## src/rtl/subsurf_seq.sv

```systemverilog
`timescale 1ns/1ps
`default_nettype none
// ============================================================================
// subsurf_seq : stage sequencer and shared RAM-port arbiter for subdivision
// Rev 1.0     : initial release
// ============================================================================
module subsurf_seq #(
  parameter int ADDR_WIDTH  = 9,
  parameter int NUM_STAGES  = 3,
  parameter int NUM_RAMS    = 3,
  parameter int START_PULSE = 2,
  parameter int LVL_WIDTH   = 3
) (
  input  logic                                   clk,
  input  logic                                   rst,
  input  logic                                   start,
  input  logic                                   abort,
  input  logic [LVL_WIDTH-1:0]                   levels,
  input  logic [NUM_STAGES-1:0]                  stage_busy,
  output logic [NUM_STAGES-1:0]                  stage_start,
  input  logic [NUM_STAGES*NUM_RAMS-1:0]         st_en,
  input  logic [NUM_STAGES*NUM_RAMS*ADDR_WIDTH-1:0] st_a,
  input  logic [NUM_STAGES*NUM_RAMS*4-1:0]       st_we,
  input  logic [NUM_STAGES*NUM_RAMS*32-1:0]      st_di,
  output logic [NUM_RAMS-1:0]                    en,
  output logic [NUM_RAMS*ADDR_WIDTH-1:0]         a,
  output logic [NUM_RAMS*4-1:0]                  we,
  output logic [NUM_RAMS*32-1:0]                 di,
  output logic [$clog2(NUM_STAGES)-1:0]          stage_sel,
  output logic [LVL_WIDTH-1:0]                   level_cnt,
  output logic                                   busy,
  output logic                                   done,
  output logic                                   aborted
);

  localparam int c_sel_w = $clog2(NUM_STAGES);
  localparam int c_pc_w  = (START_PULSE > 1) ? $clog2(START_PULSE) : 1;
  localparam logic [c_pc_w-1:0]  c_pulse_last = c_pc_w'(START_PULSE - 1);
  localparam logic [c_sel_w-1:0] c_last_stage = c_sel_w'(NUM_STAGES - 1);

  typedef enum logic [1:0] {
    S_IDLE   = 2'd0,
    S_LAUNCH = 2'd1,
    S_WAIT   = 2'd2,
    S_DONE   = 2'd3
  } state_t;

  state_t               r_state, w_state_nxt;
  logic [c_sel_w-1:0]   r_stage_sel, w_sel_nxt;
  logic [LVL_WIDTH-1:0] r_level_cnt, w_lvl_nxt;
  logic [LVL_WIDTH-1:0] r_levels, w_levels_nxt;
  logic [c_pc_w-1:0]    r_pulse_cnt, w_pcnt_nxt;
  logic                 r_aborted, w_abort_hit;
  logic                 w_active;
  logic                 w_sel_busy;
  logic [LVL_WIDTH:0]   w_lvl_inc;

  always_ff @(posedge clk) begin
    if (rst) begin
      r_state     <= S_IDLE;
      r_stage_sel <= '0;
      r_level_cnt <= '0;
      r_levels    <= '0;
      r_pulse_cnt <= '0;
      r_aborted   <= 1'b0;
    end else begin
      r_state     <= w_state_nxt;
      r_stage_sel <= w_sel_nxt;
      r_level_cnt <= w_lvl_nxt;
      r_levels    <= w_levels_nxt;
      r_pulse_cnt <= w_pcnt_nxt;
      r_aborted   <= w_abort_hit;
    end
  end

  always_comb begin
    w_state_nxt  = r_state;
    w_sel_nxt    = r_stage_sel;
    w_lvl_nxt    = r_level_cnt;
    w_levels_nxt = r_levels;
    w_pcnt_nxt   = r_pulse_cnt;
    w_abort_hit  = 1'b0;
    w_active     = (r_state == S_LAUNCH) || (r_state == S_WAIT);
    w_sel_busy   = 1'b0;
    stage_start  = '0;
    for (int s = 0; s < NUM_STAGES; s++) begin
      if (r_stage_sel == c_sel_w'(s)) begin
        w_sel_busy     = stage_busy[s];
        stage_start[s] = (r_state == S_LAUNCH);
      end
    end
    // Widened so the level comparison cannot wrap at the top of the range.
    w_lvl_inc = {1'b0, r_level_cnt} + (LVL_WIDTH + 1)'(1);

    case (r_state)
      S_IDLE: begin
        if (start) begin
          if (levels == '0) begin
            w_state_nxt = S_DONE;
          end else begin
            w_levels_nxt = levels;
            w_sel_nxt    = '0;
            w_lvl_nxt    = '0;
            w_pcnt_nxt   = '0;
            w_state_nxt  = S_LAUNCH;
          end
        end
      end
      S_LAUNCH: begin
        if (abort) begin
          w_abort_hit = 1'b1;
          w_state_nxt = S_IDLE;
        end else if (r_pulse_cnt == c_pulse_last) begin
          w_pcnt_nxt  = '0;
          w_state_nxt = S_WAIT;
        end else begin
          w_pcnt_nxt = r_pulse_cnt + c_pc_w'(1);
        end
      end
      S_WAIT: begin
        if (abort) begin
          w_abort_hit = 1'b1;
          w_state_nxt = S_IDLE;
        end else if (!w_sel_busy) begin
          w_pcnt_nxt = '0;
          if (r_stage_sel != c_last_stage) begin
            w_sel_nxt   = r_stage_sel + c_sel_w'(1);
            w_state_nxt = S_LAUNCH;
          end else if (w_lvl_inc < {1'b0, r_levels}) begin
            w_lvl_nxt   = w_lvl_inc[LVL_WIDTH-1:0];
            w_sel_nxt   = '0;
            w_state_nxt = S_LAUNCH;
          end else begin
            w_state_nxt = S_DONE;
          end
        end
      end
      default: begin
        w_state_nxt = S_IDLE;
      end
    endcase
  end

  // Zero-latency RAM bus mux; everything is held at zero outside an active run.
  always_comb begin
    en = '0;
    a  = '0;
    we = '0;
    di = '0;
    if (w_active) begin
      for (int s = 0; s < NUM_STAGES; s++) begin
        if (r_stage_sel == c_sel_w'(s)) begin
          en = st_en[s*NUM_RAMS +: NUM_RAMS];
          a  = st_a[s*NUM_RAMS*ADDR_WIDTH +: NUM_RAMS*ADDR_WIDTH];
          we = st_we[s*NUM_RAMS*4 +: NUM_RAMS*4];
          di = st_di[s*NUM_RAMS*32 +: NUM_RAMS*32];
        end
      end
    end
  end

  assign stage_sel = r_stage_sel;
  assign level_cnt = r_level_cnt;
  assign busy      = w_active;
  assign done      = (r_state == S_DONE);
  assign aborted   = r_aborted;

endmodule
`default_nettype wire

```

## config.mk

```make
export PLATFORM = sky130hd
export DESIGN_NAME = subsurf_seq
export DESIGN_NICKNAME = d
export VERILOG_FILES = /design/src/rtl/subsurf_seq.sv
export SDC_FILE = /design/constraint.sdc
export NUM_CORES = 1
export LEC_CHECK = 0
export BUFFER_PORTS_ARGS = -buffer_cell sky130_fd_sc_hd__buf_2
export CAP_MARGIN = 10
export CORE_AREA = 2 2 221 223
export DETAILED_ROUTE_END_ITERATION = 6
export DIE_AREA = 0 0 223 225
export GPL_TIMING_DRIVEN = 0
export PLACE_DENSITY = 0.3
export SYNTH_ARGS = -nofsm -noshare
export SYNTH_HDL_FRONTEND = slang
export SYNTH_SLANG_ARGS = --single-unit
```

## constraint.sdc

```tcl
create_clock -name clk -period 5.4 [get_ports clk]
set_clock_uncertainty 0.1 [all_clocks]
set_input_delay 0.81 -clock clk [delete_from_list [all_inputs] [get_ports clk]]
set_output_delay 0.81 -clock clk [all_outputs]
set_load 0.05 [all_outputs]
```

==> results of run 1 <==
==> power by group <==
group	internal [W]	switching (W)
logic	0.000861	0.00236
clock network	0.000112	0.0000409
registers	0.000103	0.00000970
==> worst min-delay path by stage <==
stage | from | endpoint | slack, ns
global route | r_levels[1]$_SDFFE_PP0P_ | r_levels[1]$_SDFFE_PP0P_ | 0.41
floorplan | r_levels[0]$_SDFFE_PP0P_ | r_levels[0]$_SDFFE_PP0P_ | 0.35
detailed placement | r_levels[1]$_SDFFE_PP0P_ | r_levels[1]$_SDFFE_PP0P_ | 0.37
global placement | r_levels[1]$_SDFFE_PP0P_ | r_levels[1]$_SDFFE_PP0P_ | 0.38
CTS | r_levels[1]$_SDFFE_PP0P_ | r_levels[1]$_SDFFE_PP0P_ | 0.38
finish | r_levels[1]$_SDFFE_PP0P_ | r_levels[1]$_SDFFE_PP0P_ | 0.38
==> layout by cell type, fill, tap and decap left out, types with 2 or more instances in the layout <==
cell,instances
ha_1,7
a31oi_1,2
nand2_1,6
buf_8,2
inv_1,8
nand3_1,4
clkbuf_1,52
and3_1,3
buf_1,2
diode_2,10
a21oi_1,147
nor2b_1,142
nor2_1,147
nand2b_1,2
or3_1,2
o32ai_1,4
clkbuf_16,3
buf_2,581
o21ai_0,8
dfxtp_1,12
mux2i_1,138
==> cells by family after synthesis <==
kind of cell | count (synthesis)
compound gates | 166
xor+xnor | 1
fa+ha+maj | 7
buf+inv | 72
flops | 12
mux | 139
simple gates | 312
==> flip-flops by register name (all words and copies together) (netlist names) <==
| register | flops |
|---|---|
| level_cnt | 3 |
| r_state | 2 |
| stage_sel | 2 |
| r_pulse_cnt | 1 |
| aborted | 1 |
| r_levels | 3 |
==> metal layers <==
layer / up-vias / track usage (%) / wire length [um]
met3: 36 / 3.17 / 2430
met1: 3271 / 13.7 / 13300
li1: 3578 / - / -
met5: - / 0 / 26
met2: 341 / 25.2 / 18400
met4: 4 / 2.14 / 422
==> metrics by stage <==
stage | instances | hold slack (ns) | total power, W
after floorplan | 709 | 0.345 | 0.00247
after global placement | 1896 | 0.379 | 0.00340
after detailed placement | 1898 | 0.374 | 0.00338
after CTS | 1902 | 0.384 | 0.00355
after global routing | 1904 | 0.407 | 0.00369
final | 1912 | 0.382 | 0.00349
==> tightest hold or removal path: stages, from the launching register on <==
cell	delay (ns)
dfxtp_1	0.30
o21ai_0	0.07
a21oi_1	0.06
==> cell type report <==
type / count / area, um2 / share of cell area [%]
multi-input combinational: 625 / 3970 / 48.0
timing repair buffer: 574 / 2890 / 35.0
tap: 615 / 769 / 9.30
buffer: 64 / 259 / 3.13
sequential: 12 / 240 / 2.90
clock buffer: 4 / 88.8 / 1.07
inverter: 8 / 30.0 / 0.363
antenna: 10 / 25.0 / 0.302
==> flow_summary_export.csv, run 1 <==
group,metric,value,unit
status,status,"finished clean",
timing,fin_ws,1.07,ns
min_path,min_path_type,"reg2reg",
timing,finalSetupViolCount,0,
synth,seq_area_frac_synth,5.34,%
timing,max_clock_freq,231,MHz
routing,ant_nets,0,
min_path,min_path_cells,2,
floorplanning,coreArea,0.0475,mm2
synth,synth.area.top_cells,"mux2i_1 31%, nor2b_1 20%, a21oi_1 16%",
global_routing,antenna_found_initial,17,
critical_path,arrival,3.42,ns
global_routing,grt_pass1_vias,7401,
finish,utilization,17.4,%
finish,stdcell_area,0.00827,mm2
global_routing,grt_max_degree,11,
critical_path,regToRegEndpoint,"stage_sel[1]$_SDFFE_PP0P_",
synth,synthDominantCellAreaShare,30.7,%
synth,synth_area,0.00450,mm2
routing,post-route-drc-count,0,
synth,synthesis.instances,709,
critical_path,reg2reg_from,"stage_sel[0]$_SDFFE_PP0P_",
synth,synth_edf_count,0,
critical_path,r2r_cells,6,
routing,vias,7230,
critical_path,critPathMaxStageDelay,0.62,ns
power_and_ir_drop,p_leak,4.02,nW
timing,relSlewSlack,28.8,%
global_routing,grt_use_total,12.7,%
synth,synth_seq_cells,12,
critical_path,cp_max_fo,10,
routing,wl_per_cell,18.1,um
timing,worst_pin_slew,1.07,ns
timing,finalCritPeriodShare,80.1,%
critical_path,worstSetupPathType,"reg2out",
critical_path,crit_end,"a[11]",
synth,synthAdderAreaFrac,1.95,%
routing,dr.first_iter.drc_count,169,
finish,nNetsFinal,1719,
clock_network,cts_tree,"done",
finish,num-fill-cells,5620,
critical_path,critical_path_depth,9,
power_and_ir_drop,max-vdd-ir-drop,0.219,mV
placement,dpl.hpwl,30.2,mm
placement,place_area,0.00816,mm2
routing,wirelength,34.6,mm
critical_path,cp_cell_sequence,"clkbuf_1 > inv_1 > nor2_1 > clkbuf_1 > buf_8 > clkbuf_1 > a21oi_1 > nor2b_1 > buf_2",
critical_path,r2r_setup_slack,2.83,ns
synth,synth_ff_type,"dfxtp_1",
floorplanning,initial_core_util,9.46,%
synth,synth_compound_area_share,19.9,%
critical_path,cpMaxStageDelayCell,"clkbuf_1",
clock_network,cts_sinks,12,
clock_network,cts_made_buffers,3,
clock_network,cts_hold_buf,0,
finish,drive_gt1_share,45.9,%
synth,yosys.area.top_type,"mux2i_1",
synth,synth_top_family_by_area,"simple AND/OR/NAND/NOR gates",
synth,synth_warnings,0,
critical_path,start_kind,"flip-flop",
synth,synthArstFlopShare,0,%
critical_path,crit_start,"stage_sel[1]$_SDFFE_PP0P_",
clock_network,clk_path_buf_depth,2,
clock_network,cts.clk_slew.worst_paths,0.05,ns
power_and_ir_drop,p_per_area,421,mW/mm2
global_routing,grt_pass1_wl,47.9,mm
routing,dr.pass1.iters,4,
synth,synth-xor-area-share,0.195,%
synth,synth.avg_cell_area,6.34,um2
synth,ys_types,32,
synth,synth_fp_nets,1140,
synth,synth.area.mux_share,31.0,%
floorplanning,ios,573,
critical_path,cp_top_family,"buffers and inverters",
synth,yosys.area_share.simple,35.1,%
clock_network,htreeDepth,1,
flow_run,drv_cap,0,
critical_path,end_kind,"output port",
clock_network,clock_latency,0.24,ns
routing,viasPerCell,3.78,
timing,final.setup.tns,0,ns
placement,gp_congestion,0.802,
placement,dpl_worst_slack,1.02,ns
critical_path,worstPathRequired,4.49,ns
critical_path,cp_common_cell,"clkbuf_1",
timing,rsz0062_at_grt,"false",
floorplanning,die_w,223,um
timing,drv_slew,0,
floorplanning,rows,80,
clock_network,post_cts_buffers,0,
floorplanning,dieArea,0.0502,mm2
finish,area_delta_synth_final,84.0,%
timing,min_period,4.33,ns
placement,io_buffers,572,
floorplanning,die_h,225,um
global_routing,gr-total-overflow,0,
synth,synthTopCellsByCount,"147 x a21oi_1, 147 x nor2_1, 142 x nor2b_1",
clock_network,cts_resized,0,
timing,hold_viol,0,
clock_network,clock-root-buffer,"clkbuf_16",
critical_path,path_buf_inv,6,
(Power assumes the default switching activity.)
==> run 2: changes to the inputs <==
--- a/config.mk
+++ b/config.mk
@@ -5,11 +5,12 @@
 export SDC_FILE = /design/constraint.sdc
 export NUM_CORES = 1
 export LEC_CHECK = 0
+export ABC_AREA = 1
 export BUFFER_PORTS_ARGS = -buffer_cell sky130_fd_sc_hd__buf_2
 export CAP_MARGIN = 10
-export CORE_AREA = 2 2 221 223
+export CORE_AREA = 2 2 222 224
 export DETAILED_ROUTE_END_ITERATION = 6
-export DIE_AREA = 0 0 223 225
+export DIE_AREA = 0 0 224 226
 export GPL_TIMING_DRIVEN = 0
 export PLACE_DENSITY = 0.3
 export SYNTH_ARGS = -nofsm -noshare
==> constraint.sdc (replaced) <==
create_clock -name clk -period 3.6 [get_ports clk]
set_clock_uncertainty 0.1 [all_clocks]
set_input_delay 0.54 -clock clk [delete_from_list [all_inputs] [get_ports clk]]
set_output_delay 0.54 -clock clk [all_outputs]
set_load 0.05 [all_outputs]
==> run 2 against run 1 <==
Against the previous run:
- clock power increased by 56%
- critical path depth shrank 2
- sequential share of layout area hardly changed
- largest cell class unchanged
- die area increased by 0.89%
- sequential cell count is the same
- worst setup slack worse by 0.67 ns
==> flow_summary_export.csv, run 2 <==
group,metric,value,unit
critical_path,reg2reg_from,"level_cnt[0]$_SDFFE_PP0P_",
synth,synth_warnings,0,
min_path,min_path_type,"reg2reg",
synth,seq_area_frac_synth,5.45,%
power_and_ir_drop,sequentialPowerShare,4.0,%
synth,synth.avg_cell_area,4.31,um2
clock_network,clock-root-buffer,"clkbuf_16",
placement,dpl_worst_slack,0.172,ns
clock_network,cts_sinks,12,
routing,vias,8170,
timing,worst_pin_slew,0.652,ns
clock_network,htreeDepth,1,
synth,synth_fp_nets,1455,
global_routing,antenna_found_initial,4,
finish,nNetsFinal,2032,
finish,num-fill-cells,5821,
min_path,min_path_cells,2,
flow_run,drv_cap,0,
power_and_ir_drop,pwr-share-clk,4.7,%
timing,final.setup.tns,0,ns
timing,min_period,3.19,ns
timing,fin_ws,0.406,ns
finish,final_cell_mix,"610 x buf_2, 589 x nand2_1, 157 x inv_1",
routing,wirelength,33.3,mm
synth,synth_area,0.00441,mm2
power_and_ir_drop,intPower,0.00145,W
global_routing,grt_pass1_vias,7911,
timing,drv_slew,0,
synth,yosys.area.top_type,"nand2_1",
finish,multi_input_area,0.00327,mm2
placement,io_buffers,572,
global_routing,grt_max_degree,11,
global_routing,gr-total-overflow,0,
finish,drive_gt1_share,39.4,%
floorplanning,initial_core_util,9.12,%
floorplanning,ios,573,
timing,rsz0062_at_grt,"false",
clock_network,cts.clk_slew.worst_paths,0.05,ns
critical_path,critPathMaxStageDelay,0.53,ns
critical_path,arrival,2.55,ns
critical_path,cpMaxStageDelayCell,"clkbuf_1",
power_and_ir_drop,p_sw_share,71.5,%
clock_network,cts_made_buffers,3,
placement,gp_congestion,0.851,
power_and_ir_drop,p_leak,5.70,nW
global_routing,grt_pass1_wl,47.0,mm
clock_network,clock_latency,0.25,ns
finish,seq_area,240,um2
timing,relSlewSlack,56.5,%
clock_network,cts_tree,"done",
critical_path,cp_max_fo,10,
critical_path,start_kind,"flip-flop",
finish,area_delta_synth_final,84.8,%
synth,ys_types,21,
synth,synth.area.top_cells,"nand2_1 50%, nand3_1 17%, inv_1 13%",
power_and_ir_drop,p_per_area,624,mW/mm2
critical_path,worstSetupPathType,"reg2out",
critical_path,regToRegEndpoint,"level_cnt[2]$_SDFFE_PP0P_",
routing,dr.pass1.iters,4,
power_and_ir_drop,p_comb_share,91.3,%
synth,synth_edf_count,0,
routing,dr.first_iter.drc_count,299,
synth,synthesis.instances,1024,
global_routing,grt_use_total,12.1,%
synth,synth_ff_type,"dfxtp_1",
critical_path,r2r_setup_slack,1.61,ns
routing,wl_per_cell,15.0,um
routing,ant_nets,0,
finish,final_common_cell,"buf_2",
timing,finalSetupViolCount,0,
routing,viasPerCell,3.67,
critical_path,cp_cell_sequence,"inv_1 > ha_1 > clkbuf_2 > clkbuf_1 > nand2_1 > inv_1 > buf_2",
critical_path,r2r_cells,11,
synth,synthTopCellsByCount,"589 x nand2_1, 157 x inv_1, 146 x nand3_1",
critical_path,crit_end,"di[23]",
floorplanning,rows,81,
synth,synth_seq_cells,12,
floorplanning,die_w,224,um
clock_network,clk_path_buf_depth,2,
status,status,"finished clean",
critical_path,worstPathRequired,2.96,ns
clock_network,cts_hold_buf,0,
synth,synthDominantCellAreaShare,50.1,%
synth,synthArstFlopShare,0,%
critical_path,crit_start,"r_state[1]$_SDFFE_PP0P_",
timing,max_clock_freq,313,MHz
routing,post-route-drc-count,0,
floorplanning,coreArea,0.0483,mm2
timing,hold_viol,0,
critical_path,cp_common_cell,"inv_1",
critical_path,end_kind,"output port",
power_and_ir_drop,p_sw,0.00363,W
power_and_ir_drop,max-vdd-ir-drop,0.225,mV
floorplanning,die_h,226,um
timing,finalCritPeriodShare,88.7,%
placement,dpl.hpwl,29.2,mm
floorplanning,dieArea,0.0506,mm2
synth,yosysMostFrequentCell,"nand2_1",
-- run 2: changes by cell type after synthesis, moves of 137 or more --
cell,delta
nand2_1,+583
inv_1,+149
nand3_1,+142
nor2b_1,-142
mux2i_1,-138
a21oi_1,-137
-- run 2: logic make-up (layout without fill, tap and decap cells) --
kind of cell             after synthesis  in the layout  synth area share [%]
AO/OA/AOI/OAI                         21             21                  2.53
adder cells (fa/ha/maj)                7              7                  1.99
flip-flops                            12             12                  5.45
other                                  0              3                     0
XOR/XNOR                               1              1                 0.199
buffers and inverters                223            799                  20.5
AND/OR/NAND/NOR                      760            760                  69.4
-- run 2: per-layer routing --
layer  GRT usage [%]  vias to the layer above  wire [um]
li1                -                     4185          -
met2            23.1                      361      17200
met3            2.00                       31       2290
met4            2.02                        2        452
met1            14.1                     3591      13400
met5               0                        -         10
-- run 2: critical path, delay by kind of cell (launching register included) --
family | cells | cell delay, ns
DFF | 1 | 0.38
adders and majority gates | 1 | 0.40
and+or+nand+nor | 1 | 0.16
buffers and inverters | 5 | 1.36
-- run 2: metrics by stage --
step                      cell area (um2)  total power (W)  hold slack (ns)  std cells  utilization, %
after floorplan                      4410          0.00350            0.335       1024               -
after global placement               8050          0.00496            0.362       2218            16.7
after detailed placement             8050          0.00492            0.363       2218            16.7
after CTS                            8140          0.00517            0.371       2222            16.8
after global routing                 8150          0.00552            0.405       2224            16.8
final                                8150          0.00508            0.363       2225            16.9
-- run 2: power groups by stage --
stage               Combinational [W]  Clock (W)  Sequential [W]
floorplan                     0.00324          0        0.000260
global placement              0.00476          0        0.000207
detailed placement            0.00471          0        0.000208
CTS                           0.00472   0.000247        0.000204
global route                  0.00506   0.000254        0.000209
finish                        0.00464   0.000239        0.000203
-- run 2: worst min-delay path by stage --
stage               slack [ns]                        to                startpoint
global placement          0.36  r_levels[1]$_SDFFE_PP0P_  r_levels[1]$_SDFFE_PP0P_
global route              0.40  r_levels[1]$_SDFFE_PP0P_  r_levels[1]$_SDFFE_PP0P_
finish                    0.36  r_levels[1]$_SDFFE_PP0P_  r_levels[1]$_SDFFE_PP0P_
detailed placement        0.36  r_levels[1]$_SDFFE_PP0P_  r_levels[1]$_SDFFE_PP0P_
floorplan                 0.33  r_levels[1]$_SDFFE_PP0P_  r_levels[1]$_SDFFE_PP0P_
CTS                       0.37  r_levels[1]$_SDFFE_PP0P_  r_levels[1]$_SDFFE_PP0P_
-- run 2: final cells by class --
cell class              instances  share of cell area [%]
multi-input cells             789                    40.1
repair buffers                572                    35.1
well taps                     622                    9.55
inverters                     162                    7.46
plain buffers                  61                    3.64
flip-flops and latches         12                    2.95
clock buffers                   4                    1.09
diodes                          3                  0.0921
-- run 2: repair_timing --
item,in CTS,in global routing
buffers inserted,0,0
endpoints found under the setup margin,24,0
resized for setup,1,0
==> run 3: changes to the inputs <==
--- a/config.mk
+++ b/config.mk
@@ -9,9 +9,9 @@
 export BUFFER_PORTS_ARGS = -buffer_cell sky130_fd_sc_hd__buf_2
 export CAP_MARGIN = 10
 export CORE_AREA = 2 2 222 224
+export CTS_CLUSTER_DIAMETER = 50
 export DETAILED_ROUTE_END_ITERATION = 6
 export DIE_AREA = 0 0 224 226
-export GPL_TIMING_DRIVEN = 0
 export PLACE_DENSITY = 0.3
 export SYNTH_ARGS = -nofsm -noshare
 export SYNTH_HDL_FRONTEND = slang
==> constraint.sdc (replaced) <==
create_clock -name clk -period 3.6 [get_ports clk]
set_clock_uncertainty 0.1 [all_clocks]
set_input_delay 0.72 -clock clk [delete_from_list [all_inputs] [get_ports clk]]
set_output_delay 0.72 -clock clk [all_outputs]
set_load 0.05 [all_outputs]
==> run 3 against run 2 <==
Against the previous run:
- sequential power hardly changed
- sequential share of layout area hardly changed
- register-to-register slack worse by 0.09 ns
- fmax is 9.4% higher
- combinational power hardly changed
- via count is 2.6% lower
- routed wire length is 11% lower
==> flow_summary_export.csv, run 3 (same netlist as run 2, synthesis figures left out) <==
group,metric,value,unit
status,status,"finished clean",
global_routing,antenna_found_initial,2,
critical_path,end_kind,"output port",
clock_network,cts.clk_slew.worst_paths,0.05,ns
placement,gp_congestion,0.801,
timing,hold_viol,0,
routing,viasPerCell,3.65,
finish,drive_gt1_share,38.9,%
routing,dr.pass1.iters,5,
critical_path,cpMaxStageDelayCell,"dfxtp_1",
floorplanning,rows,81,
clock_network,clock-root-buffer,"clkbuf_16",
clock_network,cts_sinks,12,
critical_path,worstPathRequired,2.78,ns
timing,rsz0062_at_grt,"false",
flow_run,drv_cap,0,
timing,finalCritPeriodShare,81.1,%
timing,max_clock_freq,342,MHz
routing,wl_per_cell,13.6,um
min_path,min_path_type,"reg2reg",
timing,min_period,2.92,ns
power_and_ir_drop,p_per_area,624,mW/mm2
critical_path,crit_start,"stage_sel[1]$_SDFFE_PP0P_",
clock_network,post_cts_buffers,0,
placement,io_buffers,572,
timing,final.setup.tns,0,ns
finish,utilization,16.8,%
finish,final_common_cell,"nand2_1",
critical_path,path_buf_inv,4,
clock_network,htreeDepth,1,
power_and_ir_drop,max-vdd-ir-drop,0.271,mV
routing,dr.first_iter.drc_count,273,
power_and_ir_drop,p_leak,5.60,nW
floorplanning,ios,573,
critical_path,arrival,2.10,ns
finish,final_cell_mix,"589 x nand2_1, 572 x buf_2, 157 x inv_1",
floorplanning,die_w,224,um
critical_path,start_kind,"flip-flop",
global_routing,grt_pass1_wl,42.2,mm
clock_network,clk_path_buf_depth,2,
finish,nNetsFinal,1989,
timing,worst_pin_slew,0.503,ns
finish,area_delta_synth_final,83.8,%
global_routing,grt_max_degree,76,
clock_network,cts_hold_buf,0,
critical_path,cp_max_fo,65,
routing,wirelength,29.7,mm
clock_network,cts_made_buffers,3,
critical_path,worstSetupPathType,"reg2out",
critical_path,cp_top_family,"buffers and inverters",
critical_path,critPathMaxStageDelay,0.52,ns
critical_path,cp_common_cell,"nand2_1",
global_routing,grt_use_total,10.5,%
routing,ant_nets,0,
global_routing,gr-total-overflow,0,
placement,dpl.hpwl,24.4,mm
floorplanning,die_h,226,um
clock_network,cts_resized,0,
floorplanning,dieArea,0.0506,mm2
global_routing,grt_pass1_vias,7496,
routing,vias,7955,
timing,drv_slew,0,
critical_path,reg2reg_from,"stage_sel[1]$_SDFFE_PP0P_",
timing,relSlewSlack,66.5,%
clock_network,clock_latency,0.24,ns
min_path,hold_start,"r_levels[2]$_SDFFE_PP0P_",
timing,finalSetupViolCount,0,
floorplanning,coreArea,0.0483,mm2
clock_network,cts_tree,"done",
floorplanning,initial_core_util,9.12,%
routing,post-route-drc-count,0,
critical_path,cp_cell_sequence,"inv_2 > nor2_4 > buf_12 > nand2_1 > nand3_1 > nand2_1 > inv_1 > buf_2",
[run 3: changes by cell type in the layout (fill, tap and decap cells not counted), moves of 2 or more]
cell	change
diode_2	-2
buf_2	-38
nor2_4	+2
buf_1	-4
nor2_2	-2
buf_4	+5
clkbuf_1	-13
buf_12	+8
[run 3: through the flow]
stage	hold slack, ns	cells	worst slack, ns	power, W	area (um2)
floorplan	0.335	1024	0.760	0.00350	4410
CTS	0.374	2179	0.660	0.00513	8100
detailed placement	0.367	2175	0.918	0.00487	8010
global placement	0.366	2175	0.901	0.00492	8010
global route	0.408	2180	0.552	0.00546	8100
finish	0.365	2180	0.680	0.00506	8100
[run 3: worst reg2reg max path: stages (launching register included)]
cell,delay (ns)
dfxtp_1,0.40
nor2_4,0.21
buf_12,0.26
buf_4,0.30
a21oi_1,0.08
nand2_1,0.10
nand3_2,0.14
nor2_2,0.21
nand2_1,0.07
nand2_1,0.06
nor2_1,0.04
[run 3: final timing paths]
check | end | cells past startpoint | slack [ns]
setup / recovery | di[75] | 8 | 0.68
hold / removal | r_levels[2]$_SDFFE_PP0P_ | 2 | 0.37
setup reg to reg | level_cnt[2]$_SDFFE_PP0P_ | 10 | 1.52
hold reg to reg | r_levels[2]$_SDFFE_PP0P_ | 2 | 0.37
[run 3: power breakdown]
part / internal, W / switching [W]
clock network: 0.000169 / 0.0000674
registers: 0.000167 / 0.0000387
logic: 0.00118 / 0.00344
[run 3: final cells by class]
class                      count  area (um2)
clock buffer                   4        88.8
sequential                    12         240
tap                          622         778
timing repair buffer         590        3100
multi-input combinational    789        3290
inverter                     162         608
fill                        5846       40200
antenna                        1        2.50
[run 3: per-layer routing]
metal,global-route usage [%],wire length (um)
met1,12.3,11800
met2,20.2,15500
met3,1.77,2150
met4,1.51,331
met5,0,13
